==> src/rtl/lane_gene_serializer_pkg.sv <==
// Shared lane package: default widths, valid-mask encodings and a popcount helper.
package lane_gene_serializer_pkg;

   localparam int unsigned GENE_SZ_DEF = 64;
   localparam int unsigned ATTR_SZ_DEF = 8;

   // Valid-mask encodings used by the add-node lane
   localparam logic [2:0] VLD_NONE = 3'b000;
   localparam logic [2:0] VLD_PASS = 3'b001;  // pass-through gene
   localparam logic [2:0] VLD_NODE = 3'b111;  // node plus two connection genes

   function automatic logic [1:0] popcount3(input logic [2:0] m);
      return {1'b0, m[0]} + {1'b0, m[1]} + {1'b0, m[2]};
   endfunction

endpackage

==> src/rtl/lane_gene_serializer_packer.sv <==
// Combinational packer: compacts the valid genes of a beat into slots 0..2 in slot order.
module lane_gene_packer
   import lane_gene_serializer_pkg::*;
#(
   parameter int unsigned GENE_SZ = GENE_SZ_DEF
) (
   input  logic [2:0]         in_valid,
   input  logic [GENE_SZ-1:0] gene_in1,
   input  logic [GENE_SZ-1:0] gene_in2,
   input  logic [GENE_SZ-1:0] gene_in3,
   output logic [GENE_SZ-1:0] slot0,
   output logic [GENE_SZ-1:0] slot1,
   output logic [GENE_SZ-1:0] slot2,
   output logic [1:0]         wr_cnt
);

   // Slots beyond wr_cnt are don't-care; each slot picks the first valid gene not yet used
   always_comb begin
      slot0  = in_valid[0] ? gene_in1 : (in_valid[1] ? gene_in2 : gene_in3);
      slot1  = (in_valid[0] && in_valid[1]) ? gene_in2 : gene_in3;
      slot2  = gene_in3;
      wr_cnt = popcount3(in_valid);
   end

endmodule

==> src/rtl/lane_gene_serializer.sv <==
// Gene serializer: DEPTH-entry FIFO accepting up to 3 genes per beat, emitting 1 per cycle.
module lane_gene_serializer
   import lane_gene_serializer_pkg::*;
#(
   parameter int unsigned GENE_SZ = GENE_SZ_DEF,
   parameter int unsigned ATTR_SZ = ATTR_SZ_DEF,
   parameter int unsigned DEPTH   = 8
) (
   input  logic               clk,
   input  logic               rst,
   input  logic [GENE_SZ-1:0] gene_in1,
   input  logic [GENE_SZ-1:0] gene_in2,
   input  logic [GENE_SZ-1:0] gene_in3,
   input  logic [2:0]         in_valid,
   output logic               in_ready,
   output logic [GENE_SZ-1:0] gene_out,
   output logic               out_valid,
   input  logic               out_ready,
   input  logic               count_clr,
   output logic [ATTR_SZ-1:0] gene_count,
   output logic               overflow
);

   localparam int unsigned AW = $clog2(DEPTH);

   logic [GENE_SZ-1:0] mem [DEPTH];
   logic [AW-1:0]      wr_ptr;
   logic [AW-1:0]      rd_ptr;
   logic [AW:0]        occ;
   logic [GENE_SZ-1:0] slot [3];
   logic [1:0]         wr_cnt;
   logic [1:0]         n_wr;
   logic               wr_beat;
   logic               drop;
   logic               pop;

   lane_gene_packer #(.GENE_SZ(GENE_SZ)) u_packer (
      .in_valid (in_valid),
      .gene_in1 (gene_in1),
      .gene_in2 (gene_in2),
      .gene_in3 (gene_in3),
      .slot0    (slot[0]),
      .slot1    (slot[1]),
      .slot2    (slot[2]),
      .wr_cnt   (wr_cnt)
   );

   assign in_ready  = (occ <= (AW+1)'(DEPTH - 3));
   assign out_valid = (occ != '0);
   assign gene_out  = out_valid ? mem[rd_ptr] : '0;

   assign wr_beat = (in_valid != '0) && in_ready;
   assign drop    = (in_valid != '0) && !in_ready;
   assign pop     = out_valid && out_ready;
   assign n_wr    = wr_beat ? wr_cnt : 2'd0;

   // Storage write: packed genes land in consecutive entries from the write pointer
   always_ff @(posedge clk) begin
      if (wr_beat) begin
         for (int unsigned i = 0; i < 3; i++) begin
            if (i < 32'(wr_cnt))
               mem[wr_ptr + AW'(i)] <= slot[i];
         end
      end
   end

   // Pointer and occupancy bookkeeping; write and pop may both happen in one cycle
   always_ff @(posedge clk or posedge rst) begin
      if (rst) begin
         wr_ptr <= '0;
         rd_ptr <= '0;
         occ    <= '0;
      end else begin
         wr_ptr <= wr_ptr + AW'(n_wr);
         if (pop)
            rd_ptr <= rd_ptr + AW'(1);
         occ <= occ + (AW+1)'(n_wr) - (AW+1)'(pop);
      end
   end

   // Delivered-gene counter (saturating) and sticky drop flag; clear wins over updates
   always_ff @(posedge clk or posedge rst) begin
      if (rst) begin
         gene_count <= '0;
         overflow   <= 1'b0;
      end else if (count_clr) begin
         gene_count <= '0;
         overflow   <= 1'b0;
      end else begin
         if (pop && (gene_count != '1))
            gene_count <= gene_count + ATTR_SZ'(1);
         if (drop)
            overflow <= 1'b1;
      end
   end

endmodule

==> config.mk <==
export PLATFORM = sky130hd
export DESIGN_NAME = lane_gene_serializer
export DESIGN_NICKNAME = d
export VERILOG_FILES = /design/src/rtl/lane_gene_serializer_pkg.sv /design/src/rtl/lane_gene_serializer_packer.sv /design/src/rtl/lane_gene_serializer.sv
export SDC_FILE = /design/constraint.sdc
export NUM_CORES = 2
export LEC_CHECK = 0
export ABC_AREA = 1
export BUFFER_PORTS_ARGS = -buffer_cell sky130_fd_sc_hd__buf_4
export CORE_ASPECT_RATIO = 1.25
export CORE_MARGIN = 4
export CORE_UTILIZATION = 55
export CTS_CLUSTER_SIZE = 14
export DETAILED_ROUTE_END_ITERATION = 6
export PLACE_DENSITY_LB_ADDON = 0.1
export REMOVE_ABC_BUFFERS = 1
export SLEW_MARGIN = 40
export SYNTH_ARGS = -nofsm -noshare
export SYNTH_HDL_FRONTEND = slang
export SYNTH_HIERARCHICAL = 1
export SYNTH_SLANG_ARGS = --single-unit
==> constraint.sdc <==
create_clock -name clk -period 3.4 [get_ports clk]
set_input_delay 0.17 -clock clk [delete_from_list [all_inputs] [get_ports clk]]
set_output_delay 0.17 -clock clk [all_outputs]
set_load 0.02 [all_outputs]
==> results list <==
- For this configuration, the core starts out at a cell density of 55.4%.
* Largest net degree at the start of global routing: 168
- In this run the most critical hold path is launched from in_valid[2].
* Crit path setup slack, layout: 0.224 ns
* 1st-pass router iterations: 7
- After the last flow step, the layout net total stands at 5539.
- The flow ran to the end, but the final reports show violations.
- The synthesized netlist contains 32 unique library cells.
* Number of DRC violations after detailed-routing iteration 0: 7004
* Area Overhead vs Synth: 10.0%
- Source-to-sink clock delay at the later pin of the worst-skew pair: 0.64 ns
- Final-layout setup total negative slack: 0 ns
- Cell with the most instances after synthesis: nand3_1
- Worst setup slack after placement: 0.479 ns
- Count of instances resized after the clock tree is built: 0
- Final worst-path cycle share: 93.4%
- Static Leak: 17.8 nW
- Number of global-route vias before repair: 41353
- The internal portion of the total power is 19.2 mW.
- # hold bufs at CTS: 67
* Yosys top cell area share: 37.8%
- STA puts the critical path data arrival time at 3.01 ns.
- After synthesis the netlist holds a flip-flop and latch count of 531.
- The count of pins over their slew limit was 0.
- Max clock buf depth: 3
* Category of the critical setup timing path: reg2out
- Part of the total power dissipated in the clock network: 14.7%
- CTS built an H-tree with a depth of 2.
- The number of buffers and inverters on the critical path is 2.
- For this run, the total global-route usage over all layers was measured as 41.2%.
- Critical path cell sequence: buf_12, o21ai_0, o22ai_1, nor2_1, nor2_1, buf_4
* Switching power total: 21.7 mW
- Fraction of power consumed by combinational cells: 59.4%
- The die covers 78300 µm².
- Worst EP required: 3.23 ns
- The cell sitting at the root of the clock tree is a clkbuf_16.
- The path class of the tightest hold or removal check is in2reg.
- Area leader, netlist: edfxtp_1
* Crit path max-delay family: flip-flops
* Peak Freq: 315 MHz
- The first global-routing pass estimated 253000 µm of wire.
- Wires add up to 169000 µm.
* Width of the die: 251 µm
* Kind of capture point of the worst setup path: output pin
* Depth of the most critical reg-to-reg path: 10
* Levels on crit path: 6
- After clock tree synthesis, the clock-pin slew on the worst setup and hold paths is 0.06 ns.
- The finished layout holds 6335 standard cells, fillers aside.
- Share of the yosys chip area belonging to registers: 39.0%
- Number of endpoints failing setup at the final stage: 0
- The design draws 40.9 mW.
- Mapped Cells: 5473
- Counting stages on the worst path, the most repeated cell is nor2_1.
- Net Sw Frac: 53.0%
- CTS saw 531 sinks.
- Headroom to the max-slew limit: 35.6%
- The total area inside the core boundary comes to 73300 µm².
- In the final layout, the share of cells above drive strength 1 is 10.9%.
- Critical Path Source: rd_ptr[1]
- Post-layout min period: 3.18 ns
- Routability-driven placement finished with a final weighted congestion of 0.840.
* Sequential share of power: 25.9%
- In the synthesized netlist, the cells that appear most often are nand3_1 (1621), nand2_1 (954), o21bai_1 (513), edfxtp_1 (512), nor2_1 (457).
* Vias per Instance: 6.86
* Slowest CP cell: dfrtp_4
- IO Port Bufs: 273
- Total power per unit cell area: 915 nW/µm²
- Cells fill 61.0% of the core in the end.
- Across the run, the number of max-cap violations was 0.
- In this run the worst path has a maximum fanout of 82.
- In this run the remaining antenna-violating nets after routing total 0.
- On the worst path, the slowest cell contributes a delay of 0.81 ns.
* Hold depth: 5
- The floorplan has 111 rows.
- Dividing the detail-routed wire length by the instance count gives 26.7 µm.
- TritonCTS created 57 clock buffers.
- Total via count in the routed design: 43437
- After detailed placement, the design holds a cell count of 6162.
- Placed wire-length estimate: 86600 µm
- For the pin with the worst max-slew slack, the measured transition is 0.966 ns.
* Congestion Overflow GR: 0
- Setup repair after global routing missed its margin: false
- EDFF count, synth: 512
- For this run, design rule violations remaining after detail routing come to 5.
* Area of the mapped netlist: 40600 µm²
* IO Count: 274
- Critical Path Start Type: register
* Startpoint of the worst-slack reg-to-reg timing path: occ[3]
- Primary FF master, synth: edfxtp_1
- CTS tree: built
- After synthesis, the cell types taking the most area are edfxtp_1 (38%), nand3_1 (20%), o21bai_1 (9.5%).
- Peak ir drop on the vdd network: 0.942 mV
- Counting flops with an async set or reset pin after synthesis yields a share of 3.58%.
- The final hold violation count was 0.
- Average size of a mapped cell: 7.43 µm²
- The die is 312 µm tall.
- Final worst clock skew: 0.0271 ns
- After clock tree synthesis, the setup repair step added 0 buffers.
- Failing checks: DRC
- During synthesis, Yosys emitted a total of 6 warnings.
* Initial antenna violation count: 3
worst min-delay path, delay by kind of cell:
kind	cells	cell delay [ns]
AOI/OAI and AO/OA	1	0.10
and+or+nand+nor	2	0.28
buffers and inverters	2	0.12
registers in the layout (all words and copies together) (netlist names):
signal,count
occ,4
overflow,1
rd_ptr,3
wr_ptr,3
mem,512
gene_count,8
per-stage QoR:
stage                     hold slack, ns  cell area, µm²
after global placement             0.354           42300
final                             0.0944           44700
after global routing               0.124           44700
after floorplan                    0.121           37100
after detailed placement           0.225           42300
after CTS                         0.0534           44700
cell type report:
cell class | count | area [µm²]
Timing Repair Buffer | 466 | 4390
Clock buffer | 82 | 1560
Fill cell | 6653 | 28600
Clock inverter | 23 | 133
Multi-Input combinational cell | 4043 | 20700
Antenna cell | 1 | 2.50
Inverter | 229 | 870
Sequential cell | 531 | 15900
Tap cell | 960 | 1200
final timing paths:
| path | to | slack, ns |
|---|---|---|
| max | gene_out[8] | 0.22 |
| min | overflow | 0.09 |
| max reg2reg | mem[3][22] | 0.49 |
| min reg2reg | overflow | 0.52 |
| max in group asynchronous | rd_ptr[0] | 2.88 |
| min in group asynchronous | wr_ptr[1] | 0.13 |
routing by layer:
metal	wire length, µm	global-route usage, %	vias up	share of wire [%]
li1	-	-	18649	-
met1	57800	52.7	19984	34
met2	73300	63.0	3894	43
met3	26100	11.3	906	15
met4	12000	23.8	4	7.1
met5	23	0	-	0.014
logic make-up (layout without fill, tap and decap cells):
logic type / after synthesis / count (layout) / synth area share (%)
buffers and inverters: 899 / 800 / 10.8
flip-flops: 531 / 531 / 39.0
other: 0 / 1 / 0
adder cells (fa/ha/maj): 12 / 12 / 0.425
XOR/XNOR: 9 / 9 / 0.194
AO/OA/AOI/OAI: 968 / 968 / 16.3
AND/OR/NAND/NOR: 3054 / 3054 / 33.3
power groups by stage:
stage | Clock [mW] | Combinational, mW | Sequential, mW
after global routing | 6.25 | 25.0 | 10.7
after floorplan | 0 | 11.0 | 10.8
after global placement | 0 | 22.8 | 10.7
after CTS | 5.99 | 23.2 | 10.6
final | 6.01 | 24.3 | 10.6
after detailed placement | 0 | 23.1 | 10.7
cell usage in the layout, fill, tap and decap left out, types with 56 or more instances in the layout:
cell type      instances
buf_12                56
buf_4                338
clkbuf_16             59
dlygate4sd3_1         67
edfxtp_1             512
inv_1                213
nand2_1              945
nand3_1             1609
nor2_1               457
o211ai_1              64
o21ai_0              259
o21ai_2               64
o21bai_1             513
o22ai_1               64
No activity file was read; power rests on OpenSTA's default activity.
